File: config.mk
export PLATFORM = sky130hd
export DESIGN_NAME = sprite_compositor
export DESIGN_NICKNAME = d
export VERILOG_FILES = /design/src/rtl/sprite_compositor.sv
export SDC_FILE = /design/constraint.sdc
export NUM_CORES = 1
export LEC_CHECK = 0
export ABC_AREA = 1
export BUFFER_PORTS_ARGS = -buffer_cell sky130_fd_sc_hd__clkbuf_2
export CAP_MARGIN = 20
export CORE_MARGIN = 4
export CORE_UTILIZATION = 54
export DETAILED_ROUTE_END_ITERATION = 8
export GPL_ROUTABILITY_DRIVEN = 0
export HOLD_SLACK_MARGIN = 0.03
export PLACE_DENSITY = 0.69
export REMOVE_ABC_BUFFERS = 1
export SKIP_LAST_GASP = 1
export SLEW_MARGIN = 30
export SYNTH_ARGS = -nofsm -noshare
export SYNTH_HDL_FRONTEND = slang
export SYNTH_SLANG_ARGS = --single-unit
File: constraint.sdc
create_clock -name clk -period 3.2 [get_ports clk]
set_input_delay 0.16 -clock clk [delete_from_list [all_inputs] [get_ports clk]]
set_output_delay 0.16 -clock clk [all_outputs]
set_load 0.05 [all_outputs]
File: src/rtl/sprite_compositor.sv
// sprite_compositor
//   Multi-sprite pixel compositor. For each pixel from the VGA counter, the
//   lowest-index enabled sprite that covers it supplies a texel address to an
//   external synchronous-read texture RAM. The returned texel is shown unless
//   it equals the colour key, in which case the background colour is shown.
//   Sprite registers are written over AXI4-Lite into a shadow set and copied
//   to the active set on the falling edge of vsync_in.
// Ports
//   clk, rst              : clock, asynchronous active-low reset
//   aw*/w*/b*             : AXI4-Lite write slave (awprot ignored)
//   pix_en, x, y          : pixel strobe and coordinate
//   visible, hsync_in, vsync_in : VGA counter timing
//   raddr / rtexel        : texture RAM address (combinational) / data (1-cycle latency)
//   red, green, blue      : pixel colour, 2 cycles after the pixel is presented
//   hsync, vsync          : syncs delayed to match the colour
module sprite_compositor #(
  parameter int SPRITE_COUNT   = 8,
  parameter int SPRITE_SIZE    = 64,
  parameter int TEXTURE_COUNT  = 4,
  parameter int COORD_WIDTH    = 10,
  parameter int COLOR_WIDTH    = 12,
  parameter logic [COLOR_WIDTH-1:0] TRANSPARENT = 12'hF0F,
  parameter int DATA_WIDTH     = 32,
  parameter int ADDR_WIDTH     = 24,
  parameter int STRB_WIDTH     = DATA_WIDTH / 8,
  parameter int TEX_ADDR_WIDTH = $clog2(TEXTURE_COUNT * SPRITE_SIZE * SPRITE_SIZE)
) (
  input  logic                      clk,
  input  logic                      rst,
  input  logic [ADDR_WIDTH-1:0]     awaddr,
  input  logic [2:0]                awprot,
  input  logic                      awvalid,
  output logic                      awready,
  input  logic [DATA_WIDTH-1:0]     wdata,
  input  logic [STRB_WIDTH-1:0]     wstrb,
  input  logic                      wvalid,
  output logic                      wready,
  output logic [1:0]                bresp,
  output logic                      bvalid,
  input  logic                      bready,
  input  logic                      pix_en,
  input  logic [COORD_WIDTH-1:0]    x,
  input  logic [COORD_WIDTH-1:0]    y,
  input  logic                      visible,
  input  logic                      hsync_in,
  input  logic                      vsync_in,
  output logic [TEX_ADDR_WIDTH-1:0] raddr,
  input  logic [COLOR_WIDTH-1:0]    rtexel,
  output logic [3:0]                red,
  output logic [3:0]                green,
  output logic [3:0]                blue,
  output logic                      hsync,
  output logic                      vsync
);

  localparam int SB   = $clog2(SPRITE_SIZE);
  localparam int CW1  = COORD_WIDTH + 1;
  localparam int IDXW = ADDR_WIDTH - 2;
  localparam int TAW  = TEX_ADDR_WIDTH;

  // ---------------------------------------------------------------- AXI write
  logic                  r_awready, r_wready, r_aw_held, r_w_held, r_bvalid;
  logic [1:0]            r_bresp;
  logic [IDXW-1:0]       r_idx;     // word index of the held address
  logic [DATA_WIDTH-1:0] r_wdata;
  logic [STRB_WIDTH-1:0] r_wstrb;

  logic                  w_aw_hs, w_w_hs, w_do_write;
  logic                  w_aw_held_nx, w_w_held_nx, w_bvalid_nx, w_in_range;
  logic [DATA_WIDTH-1:0] w_wmask;
  logic                  w_unused;

  assign w_unused = ^{awprot, awaddr[1:0]};

  always_comb begin
    // NOTE: every variable gets a default first so no path leaves it unassigned (no latch).
    w_wmask = '0;
    for (int b = 0; b < STRB_WIDTH; b++) w_wmask[8*b +: 8] = {8{r_wstrb[b]}};
    w_aw_hs      = awvalid && r_awready;
    w_w_hs       = wvalid && r_wready;
    w_do_write   = r_aw_held && r_w_held && !r_bvalid;
    w_aw_held_nx = w_do_write ? 1'b0 : (r_aw_held || w_aw_hs);
    w_w_held_nx  = w_do_write ? 1'b0 : (r_w_held || w_w_hs);
    w_bvalid_nx  = w_do_write ? 1'b1 : (r_bvalid && !bready);
    w_in_range   = (r_idx <= IDXW'(2 * SPRITE_COUNT));
  end

  // NOTE: sequential state uses non-blocking assignments so every flop samples pre-edge values.
  always_ff @(posedge clk or negedge rst) begin
    if (!rst) begin
      r_awready <= 1'b0;
      r_wready  <= 1'b0;
      r_aw_held <= 1'b0;
      r_w_held  <= 1'b0;
      r_bvalid  <= 1'b0;
      r_bresp   <= 2'b00;
      r_idx     <= '0;
      r_wdata   <= '0;
      r_wstrb   <= '0;
    end else begin
      r_aw_held <= w_aw_held_nx;
      r_w_held  <= w_w_held_nx;
      r_bvalid  <= w_bvalid_nx;
      // Ready reflects next-cycle state so it drops on the accepting edge.
      r_awready <= !w_aw_held_nx && !w_bvalid_nx;
      r_wready  <= !w_w_held_nx && !w_bvalid_nx;
      if (w_aw_hs) r_idx <= awaddr[ADDR_WIDTH-1:2];
      if (w_w_hs) begin
        r_wdata <= wdata;
        r_wstrb <= wstrb;
      end
      if (w_do_write) r_bresp <= w_in_range ? 2'b00 : 2'b10;
    end
  end

  assign awready = r_awready;
  assign wready  = r_wready;
  assign bvalid  = r_bvalid;
  assign bresp   = r_bresp;

  // ---------------------------------------------------------- shadow / active
  function automatic logic [DATA_WIDTH-1:0] merge(input logic [DATA_WIDTH-1:0] old_w,
                                                   input logic [DATA_WIDTH-1:0] new_w,
                                                   input logic [DATA_WIDTH-1:0] mask);
    return (old_w & ~mask) | (new_w & mask);
  endfunction

  logic [DATA_WIDTH-1:0]  r_sh_pos  [SPRITE_COUNT];
  logic [DATA_WIDTH-1:0]  r_sh_ctrl [SPRITE_COUNT];
  logic [DATA_WIDTH-1:0]  r_sh_bg;
  logic [COORD_WIDTH-1:0] r_act_x   [SPRITE_COUNT];
  logic [COORD_WIDTH-1:0] r_act_y   [SPRITE_COUNT];
  logic [7:0]             r_act_tex [SPRITE_COUNT];
  logic [SPRITE_COUNT-1:0] r_act_en;
  logic [COLOR_WIDTH-1:0] r_act_bg;
  logic                   r_vsync_d;
  logic                   w_commit;

  assign w_commit = r_vsync_d && !vsync_in;

  // NOTE: the register arrays are reset because a defined power-up state (all sprites off) is required.
  always_ff @(posedge clk or negedge rst) begin
    if (!rst) begin
      for (int i = 0; i < SPRITE_COUNT; i++) begin
        r_sh_pos[i]  <= '0;
        r_sh_ctrl[i] <= '0;
      end
      r_sh_bg <= '0;
    end else if (w_do_write) begin
      for (int i = 0; i < SPRITE_COUNT; i++) begin
        if (r_idx == IDXW'(2 * i))     r_sh_pos[i]  <= merge(r_sh_pos[i],  r_wdata, w_wmask);
        if (r_idx == IDXW'(2 * i + 1)) r_sh_ctrl[i] <= merge(r_sh_ctrl[i], r_wdata, w_wmask);
      end
      if (r_idx == IDXW'(2 * SPRITE_COUNT)) r_sh_bg <= merge(r_sh_bg, r_wdata, w_wmask);
    end
  end

  // A write on the commit edge is not seen here: the copy reads the pre-edge shadow.
  always_ff @(posedge clk or negedge rst) begin
    if (!rst) begin
      for (int i = 0; i < SPRITE_COUNT; i++) begin
        r_act_x[i]   <= '0;
        r_act_y[i]   <= '0;
        r_act_tex[i] <= '0;
      end
      r_act_en  <= '0;
      r_act_bg  <= '0;
      r_vsync_d <= 1'b1;
    end else begin
      r_vsync_d <= vsync_in;
      if (w_commit) begin
        for (int i = 0; i < SPRITE_COUNT; i++) begin
          r_act_x[i]   <= r_sh_pos[i][COORD_WIDTH-1:0];
          r_act_y[i]   <= r_sh_pos[i][16 +: COORD_WIDTH];
          r_act_tex[i] <= r_sh_ctrl[i][7:0];
          r_act_en[i]  <= r_sh_ctrl[i][31];
        end
        r_act_bg <= r_sh_bg[COLOR_WIDTH-1:0];
      end
    end
  end

  // ------------------------------------------------------- stage 1: hit test
  logic [SPRITE_COUNT-1:0] w_spr_hit;
  logic [TAW-1:0]          w_spr_addr [SPRITE_COUNT];

  for (genvar g = 0; g < SPRITE_COUNT; g++) begin : g_spr
    logic [CW1-1:0] w_sx, w_sy, w_px, w_py;
    logic [SB-1:0]  w_dx, w_dy;
    assign w_sx = {1'b0, r_act_x[g]};
    assign w_sy = {1'b0, r_act_y[g]};
    assign w_px = {1'b0, x};
    assign w_py = {1'b0, y};
    // Only the low SB bits of the offset matter inside the sprite.
    assign w_dx = x[SB-1:0] - r_act_x[g][SB-1:0];
    assign w_dy = y[SB-1:0] - r_act_y[g][SB-1:0];
    // One extra bit keeps sx+SPRITE_SIZE from wrapping past the coordinate limit.
    assign w_spr_hit[g] = r_act_en[g] && (int'(r_act_tex[g]) < TEXTURE_COUNT) &&
                          (w_px >= w_sx) && (w_px < w_sx + CW1'(SPRITE_SIZE)) &&
                          (w_py >= w_sy) && (w_py < w_sy + CW1'(SPRITE_SIZE));
    assign w_spr_addr[g] = (TAW'(r_act_tex[g]) << (2 * SB)) | (TAW'(w_dy) << SB) | TAW'(w_dx);
  end

  logic           w_hit, w_pix_hit;
  logic [TAW-1:0] w_hit_addr;

  // Scanning from the highest index down lets the lowest-index hit win.
  always_comb begin
    w_hit      = 1'b0;
    w_hit_addr = '0;
    for (int i = SPRITE_COUNT - 1; i >= 0; i--) begin
      if (w_spr_hit[i]) begin
        w_hit      = 1'b1;
        w_hit_addr = w_spr_addr[i];
      end
    end
    w_pix_hit = w_hit && visible;
  end

  assign raddr = w_pix_hit ? w_hit_addr : '0;

  logic r_s1_pix, r_s1_hit, r_s1_vis, r_s1_hs, r_s1_vs;

  always_ff @(posedge clk or negedge rst) begin
    if (!rst) begin
      r_s1_pix <= 1'b0;
      r_s1_hit <= 1'b0;
      r_s1_vis <= 1'b0;
      r_s1_hs  <= 1'b1;
      r_s1_vs  <= 1'b1;
    end else begin
      r_s1_pix <= pix_en;
      r_s1_hit <= w_pix_hit;
      r_s1_vis <= visible;
      r_s1_hs  <= hsync_in;
      r_s1_vs  <= vsync_in;
    end
  end

  // ------------------------------------------------------- stage 2: colour
  logic [COLOR_WIDTH-1:0] w_color, r_rgb;
  logic                   r_hsync, r_vsync;

  assign w_color = (r_s1_hit && rtexel != TRANSPARENT) ? rtexel :
                   r_s1_vis ? r_act_bg : '0;

  always_ff @(posedge clk or negedge rst) begin
    if (!rst) begin
      r_rgb   <= '0;
      r_hsync <= 1'b1;
      r_vsync <= 1'b1;
    end else if (r_s1_pix) begin
      r_rgb   <= w_color;
      r_hsync <= r_s1_hs;
      r_vsync <= r_s1_vs;
    end
  end

  assign red   = r_rgb[11:8];
  assign green = r_rgb[7:4];
  assign blue  = r_rgb[3:0];
  assign hsync = r_hsync;
  assign vsync = r_vsync;

endmodule

==> flow_summary.toml, run 1 <==
[final_layout]
layoutNonFillerInstCount = 4753
stdcell_area_um2 = 37200
nets = 4306
final_cell_mix = "nand2_1, dfrtp_1, inv_1, o21ai_0, nor2_1"
final_util_pct = 66.1
syn_to_final_growth_pct = 21.2
layout_commonest_cell = "nand2_1"
drive_above_1_share_pct = 16.6

[power]
p_switching_mw = 7.16
seqPwrFrac_pct = 38.6
p_per_area_nw_per_um2 = 565
combPwrFrac_pct = 26.8
p_leak_nw = 18.6
internal-power_mw = 13.9
p_clk_share_pct = 34.5
swShare_pct = 34.1
ir_drop_uv = 893

[yosys]
synth.distinct_cells = 53
ys_seq_area_share_pct = 45.9
async_reset_ff_share_pct = 100
ys_seq_elements = 562
synth.largest_area_cell = "dfrtp_1"
synth_area_leaders = "dfrtp_1, nand2_1, ha_1"
netlist_instances = 3582
synth-edff-count = 0
syn-cell-area_um2 = 30700
ys.flop_type = "dfrtp_1"
yosysTopAreaCellShare_pct = 45.5
ys_warn_count = 0
synth.avg_cell_area_um2 = 8.56

[route]
drtIter0Drc = 1824
drt_first_pass_iters = 5
viasPerCell = 5.41
vias = 25700
routed_wl_mm = 84.7
drc = 0
ant_nets = 0
post_drt_wl_per_cell_um = 17.8

[sta]
min_period_ns = 3.69
fin_skew_ns = 0.0218
grt_setup_unrepaired = "true"
max_slew.worst_pin.slew_ns = 0.972
slew_headroom_pct = 35.1
setup_viol = 14
fin_ws_ns = -0.492
fin_crit_sh_pct = 115
slew_viol_final = 0
hold_violations = 0
clock.fmax_mhz = 271

[cts]
cts_made_buffers = 60
numClockSinks = 562
htreeDepth = 2
cts-root-buf = "clkbuf_16"
clkSlewWorstSetupHoldPaths_ns = 0.06
worstSkewPairLatency_ns = 0.64
clk_path_buf_depth = 3
cts_tree = "built"

[setup_path]
worstPathMaxFanout = 5
critical-path-top-delay-family = "simple AND/OR/NAND/NOR gates"
cp_num_buf_inv = 5
arrival_ns = 3.53
worstSetupPathDepth = 24
end_kind = "primary output"
critPathKind = "flop to primary output"
cp_data_required_time_ns = 3.04
slowest_delay_ns = 0.42
start_kind = "flop"
crit_slowest_cell = "dfrtp_1"
r2r_cells = 6
cpMostUsedCell = "nand2_1"
cp_cell_sequence = "ha_4 -> xnor2_1 -> ha_1 -> nand2_1 -> inv_1 -> nand3_2 -> inv_1 -> nand3_1 -> nand2_1 -> inv_1 -> nand2_2 -> nor2_4 -> nand2_2 -> buf_4 -> o21ai_1 -> nand2_1 -> nand2_1 -> nand2_1 -> nand2_2 -> nand3_2 -> a21oi_2 -> nor2_1 -> nor2_2 -> buf_12"

[global_routing]
overflow = 0
grt_max_degree = 93
grt_pass1_wl_mm = 134
antenna_found_initial = 4
grt_pass1_vias = 25000
track_usage_pct = 28.1

[hold_path]
hold_depth = 1
hold_class = "primary input to flop"

[status]
status = "complete, but fails checks"
violations = "negative setup slack"

[floorplanning]
die-area_um2 = 60700
die_y_um = 246
io_pins = 137
core_um2 = 56300
row_count = 87
start_util_pct = 54.5
die_w_um = 246

[job]
max_cap_viol_count = 0

[placement]
placedCellCount = 4543
place_hpwl_mm = 58.5
port_buffers = 121
placed_cell_area_um2 = 33700
[path summary, 6_finish.rpt]
check                                      start       endpoint  slack, ns
worst max-delay path            g_spr[7].w_sy[7]       raddr[6]      -0.49
worst min-delay path                     visible       r_s1_vis       0.12
worst max register to register         r_idx[15]           flop       0.32
worst min register to register       r_act_en[3]    r_act_en[3]       0.47
max in group asynchronous                    rst  r_act_tex[21]       2.17
min in group asynchronous                    rst    r_wdata[19]       0.20
[per-stage QoR]
stage,setup slack (ns),power (mW),hold slack (ns),setup TNS (ns)
4_1_cts,-0.536,21.0,0.0647,-6.78
3_5_place_dp,-0.0835,13.4,0.261,-0.550
2_1_floorplan,-4.72,11.2,-0.136,-1099.09
6_report,-0.492,21.0,0.120,-6.27
5_1_grt,-0.760,22.1,0.0941,-9.80
3_3_place_gp,-0.0550,13.3,0.249,-0.320
[final cells by class]
type,count,area [um2]
multi-input combinational,2542,15100
timing repair buffer,422,3650
clock inverter,22,302
tap,756,946
sequential,562,14100
fill,4624,19100
antenna,3,7.51
clock buffer,88,1770
inverter,358,1350
[power groups by stage]
stage	Clock, mW	Sequential (mW)	Combinational (mW)
2_1_floorplan	0	8.20	2.98
3_5_place_dp	0	8.22	5.22
6_report	7.26	8.12	5.64
3_3_place_gp	0	8.19	5.14
5_1_grt	7.65	8.17	6.24
4_1_cts	7.37	8.10	5.58
[cell families after synthesis]
group	count (synthesis)	synth area share [%]
adder cells (fa/ha/maj)	256	10.8
XOR/XNOR	92	2.63
AO/OA/AOI/OAI	685	11.8
multiplexers	92	3.38
other	1	0.0122
flip-flops	562	45.9
AND/OR/NAND/NOR	1416	19.4
buffers and inverters	478	6.10
[layer usage]
metal  up-vias  GRT usage (%)  share of wire (%)
met5         -              0                  0
met4         0           9.44                3.5
met3       155           4.44                6.0
met2       633           46.1                 46
met1     12300           38.5                 44
li1      12600              -                  -
[Yosys cell counts, types with 20 or more instances]
library cell	number
buf_2	20
nand3_1	175
a31oi_1	23
clkbuf_1	83
xnor2_1	42
nor4_1	20
nand4_1	45
inv_1	350
xor2_1	50
ha_1	240
dfrtp_1	558
nor2_1	294
mux2_2	92
a21oi_1	289
o21ai_0	316
nand2_1	820
[repair_timing]
item	4_1_cts	5_1_grt
gates resized for setup	64	49
gates cloned	1	0
endpoints found under the hold margin	145	0
hold buffers	88	0
pin swaps	28	27
setup buffers	8	4
setup endpoints to repair	14	15
No activity file was read; power rests on OpenSTA's default activity.
==> run 2, diff against run 1 <==
--- a/config.mk
+++ b/config.mk
@@ -15,6 +15,7 @@
 export HOLD_SLACK_MARGIN = 0.03
 export PLACE_DENSITY = 0.69
 export REMOVE_ABC_BUFFERS = 1
+export SKIP_CTS_REPAIR_TIMING = 1
 export SKIP_LAST_GASP = 1
 export SLEW_MARGIN = 30
 export SYNTH_ARGS = -nofsm -noshare
==> flow_summary.toml, run 2 (synthesis gave the netlist of run 1 again) <==
[global_routing]
grt_max_degree = 93
overflow = 0
grt_pass1_wl_mm = 131
track_usage_pct = 27.4
antenna_found_initial = 4
grt_pass1_vias = 24200

[final_layout]
n_fill_cell = 4655
final_cell_mix = "nand2_1, dfrtp_1, inv_1, o21ai_0, nor2_1"
nets = 4295
stdcell_area_um2 = 36900
drive_above_1_share_pct = 15.9
layout_commonest_cell = "nand2_1"
syn_to_final_growth_pct = 20.4
layoutNonFillerInstCount = 4740

[sta]
fin_crit_sh_pct = 121
slew_headroom_pct = 36.1
tns_ns = -7.91
clock.fmax_mhz = 259
setup_viol = 14
grt_setup_unrepaired = "true"
fin_skew_ns = 0.0252
slew_viol_final = 0
fin_ws_ns = -0.660
hold_violations = 0
max_slew.worst_pin.slew_ns = 0.957
min_period_ns = 3.86

[cts]
cts-root-buf = "clkbuf_16"
clk_path_buf_depth = 3
clkSlewWorstSetupHoldPaths_ns = 0.06
htreeDepth = 2
worstSkewPairLatency_ns = 0.64
cts_tree = "built"
numClockSinks = 562
cts_made_buffers = 60

[floorplanning]
row_count = 87
io_pins = 137
core_um2 = 56300
start_util_pct = 54.5
die-area_um2 = 60700
die_w_um = 246
die_y_um = 246

[placement]
port_buffers = 121
dp_slack_ns = -0.0835
placed_cell_area_um2 = 33700
placedCellCount = 4543
place_hpwl_mm = 58.5

[route]
ant_nets = 0
drc = 0
drt_first_pass_iters = 5
drtIter0Drc = 1974
vias = 25600
routed_wl_mm = 84.4
post_drt_wl_per_cell_um = 17.8
viasPerCell = 5.41

[power]
p_leak_nw = 18.5
fin_total_pwr_mw = 20.9
p_per_area_nw_per_um2 = 565
ir_drop_uv = 899

[job]
max_cap_viol_count = 0

[setup_path]
start_kind = "flop"
regToRegStartpoint = "r_idx[15]"
cp_data_required_time_ns = 3.04
slowest_delay_ns = 0.40
end_kind = "primary output"
critical-path-top-delay-family = "simple AND/OR/NAND/NOR gates"
crit_slowest_cell = "dfrtp_1"
critPathKind = "flop to primary output"
cpMostUsedCell = "nand2_1"
arrival_ns = 3.70
worstPathMaxFanout = 7
startpoint = "g_spr[7].w_sx[7]"
cp_num_buf_inv = 4

[hold_path]
hold_class = "primary input to flop"
min_from = "awvalid"

[status]
status = "complete, but fails checks"
violations = "negative setup slack"
==> run 2: final timing paths <==
| path | to | slack, ns | cells past startpoint |
|---|---|---|---|
| max in group asynchronous | hsync | 2.13 | 3 |
| worst min register to register | r_act_en[3] | 0.47 | 2 |
| worst min-delay path | r_idx[10] | 0.02 | 5 |
| worst max-delay path | raddr[5] | -0.66 | 25 |
| worst max register to register | flop | 0.32 | 7 |
| min in group asynchronous | r_wdata[19] | 0.13 | 2 |
==> run 2: routing by layer <==
layer  track usage (%)  up-vias  share of wire [%]
li1                  -    12600                  -
met5                 0        -                  0
met1              38.0    12300                 44
met2              44.6      648                 47
met3              4.54      139                6.1
met4              8.56        0                3.1
==> run 2: worst min-delay path, cell delays in order <==
cell	delay, ns
clkbuf_2	0.07
nand2_1	0.04
buf_4	0.20
nand2_1	0.08
nand2_1	0.05
==> run 2: through the flow <==
step	util, %	hold slack, ns
global route	65.6	0.0412
floorplan	-	-0.136
detailed placement	59.9	0.261
CTS	63.6	-0.412
finish	65.6	0.0184
global placement	59.9	0.249
==> run 2: layout make-up <==
type                    instances  area [um2]  share of cell area [%]
diodes                          1        2.50                 0.00678
clock buffers                  88        1770                    4.78
clock inverters                22         302                   0.817
inverters                     358        1350                    3.65
multi-input cells            2542       15000                    40.5
flip-flops and latches        562       14100                    38.1
well taps                     756         946                    2.56
repair buffers                411        3530                    9.55
==> run 2: power breakdown <==
group	internal [mW]	switching, mW	leakage, nW
logic	1.78	3.73	10.1
registers	7.67	0.440	7.43
clock network	4.30	2.96	1.01
total	13.8	7.12	18.5
==> run 3, diff against run 2 <==
--- a/config.mk
+++ b/config.mk
@@ -13,7 +13,7 @@
 export DETAILED_ROUTE_END_ITERATION = 8
 export GPL_ROUTABILITY_DRIVEN = 0
 export HOLD_SLACK_MARGIN = 0.03
-export PLACE_DENSITY = 0.69
+export PLACE_DENSITY = 0.72
 export REMOVE_ABC_BUFFERS = 1
 export SKIP_CTS_REPAIR_TIMING = 1
 export SKIP_LAST_GASP = 1
==> constraint.sdc (replaced) <==
create_clock -name clk -period 3.4 [get_ports clk]
set_input_delay 0.17 -clock clk [delete_from_list [all_inputs] [get_ports clk]]
set_output_delay 0.17 -clock clk [all_outputs]
set_load 0.05 [all_outputs]
==> flow_summary.toml, run 3 (synthesis gave the netlist of run 1 again) <==
[setup_path]
arrival_ns = 3.73
cp_num_buf_inv = 5
worstPathMaxFanout = 5
regToRegSetupSlack_ns = 0.64
crit_slowest_cell = "dfrtp_1"
critical-path-top-delay-family = "simple AND/OR/NAND/NOR gates"
r2r-end = "r_s1_hit"
cp_cell_sequence = "ha_2 -> xnor2_2 -> ha_1 -> nand2_1 -> inv_1 -> nand3_2 -> inv_2 -> nand3_2 -> nand2_1 -> inv_1 -> nand2_2 -> nor2_4 -> nand2_4 -> o21ai_1 -> nand2_1 -> nand2_1 -> nand2_1 -> nand2_1 -> nand3_1 -> a21oi_1 -> nor2_1 -> nor2_1 -> buf_4 -> buf_12"
critPathKind = "flop to primary output"
start_kind = "flop"
end_kind = "primary output"
regToRegStartpoint = "g_spr[5].w_sx[7]"
r2r_cells = 17
cp_data_required_time_ns = 3.23
cpMostUsedCell = "nand2_1"
slowest_delay_ns = 0.39

[final_layout]
drive_above_1_share_pct = 13.9
syn_to_final_growth_pct = 18.0
multiInputGateArea_um2 = 14900
final_cell_mix = "nand2_1, dfrtp_1, inv_1, o21ai_0, nor2_1"
nets = 4209
ff_latch_area_um2 = 14100
n_fill_cell = 4589
diodes = 0
layout_commonest_cell = "nand2_1"

[route]
post_drt_wl_per_cell_um = 18.0
viasPerCell = 5.48
vias = 25500
drt_first_pass_iters = 5
drc = 0
ant_nets = 0
routed_wl_mm = 83.9
drtIter0Drc = 2094

[power]
p_leak_nw = 18.1
ir_drop_uv = 562
combPwrFrac_pct = 24.5
swShare_pct = 33.7
p_clk_share_pct = 36.6
seqPwrFrac_pct = 38.9
p_switching_mw = 6.65
p_per_area_nw_per_um2 = 545
internal-power_mw = 13.1

[global_routing]
overflow = 0
grt_max_degree = 88
grt_pass1_wl_mm = 130
track_usage_pct = 27.2
antenna_found_initial = 2
grt_pass1_vias = 24100

[cts]
numClockSinks = 562
clk_path_buf_depth = 3
clkSlewWorstSetupHoldPaths_ns = 0.06
cts-root-buf = "clkbuf_16"
htreeDepth = 2
worstSkewPairLatency_ns = 0.64
cts_tree = "built"
cts_made_buffers = 59

[placement]
port_buffers = 121
place_hpwl_mm = 57.6

[sta]
fin_ws_ns = -0.496
tns_ns = -5.97
min_period_ns = 3.90
slew_viol_final = 0
grt_setup_unrepaired = "true"
fin_skew_ns = 0.0246
setup_viol = 14
max_slew.worst_pin.slew_ns = 1.04
clock.fmax_mhz = 257
whs_ns = 0.0223
slew_headroom_pct = 30.4
hold_violations = 0
fin_crit_sh_pct = 115

[floorplanning]
row_count = 87
core_um2 = 56300
die_w_um = 246
die_y_um = 246
io_pins = 137
start_util_pct = 54.5
die-area_um2 = 60700

[hold_path]
min_from = "awvalid"
hold_class = "primary input to flop"
hold_end = "r_idx[10]"
hold_depth = 5

[job]
max_cap_viol_count = 0

[status]
status = "complete, but fails checks"
violations = "negative setup slack"
## run 3: cell types whose count changed in the layout (fill, tap and decap cells not counted), moves of 4 or more
cell           before  now
nand2_2            18    8
nand2_1           800  810
a21oi_1           277  281
a21oi_2            13    9
dlygate4sd3_1      79   70
buf_12             37   28
bufinv_16           6   11
buf_4             178  115
buf_6              10    5
clkbuf_1           12    8
## run 3: final cells by class
cell class              count  share of cell area [%]
flip-flops and latches    562                    38.9
clock inverters            27                    1.23
multi-input cells        2542                    41.2
clock buffers              83                    4.80
well taps                 756                    2.61
inverters                 358                    3.72
repair buffers            326                    7.57
## run 3: worst min-delay path, stage by stage
cell      delay, ns
clkbuf_2       0.07
nand2_1        0.04
buf_4          0.19
nand2_1        0.07
nand2_1        0.04
## run 3: per-layer routing
metal | track usage [%] | wire length (um)
met5 | 0 | 7
met4 | 10.7 | 3580
met3 | 4.97 | 5880
met2 | 43.1 | 37900
met1 | 37.4 | 36500
## run 3: how the worst max path moves through the flow
stage                           from                to  slack (ns)  cells after the start
global route        g_spr[7].w_sy[7]          raddr[5]       -0.69                     27
CTS                 g_spr[4].w_sy[6]          raddr[3]       -0.70                     17
global placement                y[2]          raddr[3]       -0.24                     18
finish              g_spr[7].w_sy[7]          raddr[0]       -0.50                     24
detailed placement              y[2]          raddr[3]       -0.23                     18
floorplan                    r_s1_vs  g_spr[0].w_sx[0]       -4.52                      2
## run 3: metrics by stage
| step | total power [mW] | worst slack, ns | std cells | util, % | area [um2] |
|---|---|---|---|---|---|
| 3_3_place_gp | 12.3 | -0.244 | 4470 | 58.8 | 33100 |
| 3_5_place_dp | 12.4 | -0.233 | 4470 | 58.8 | 33100 |
| 5_1_grt | 20.7 | -0.691 | 4654 | 64.3 | 36200 |
| 2_1_floorplan | 10.5 | -4.52 | 3462 | - | 30100 |
| 6_report | 19.7 | -0.496 | 4654 | 64.3 | 36200 |
| 4_1_cts | 19.6 | -0.696 | 4580 | 62.7 | 35300 |
## run 3: power by group through the flow
stage	sequential [mW]	combinational, mW	clock (mW)
finish	7.67	4.83	7.21
global route	7.72	5.38	7.55
CTS	7.65	4.67	7.29
detailed placement	7.77	4.63	0
global placement	7.75	4.57	0
floorplan	7.72	2.80	0
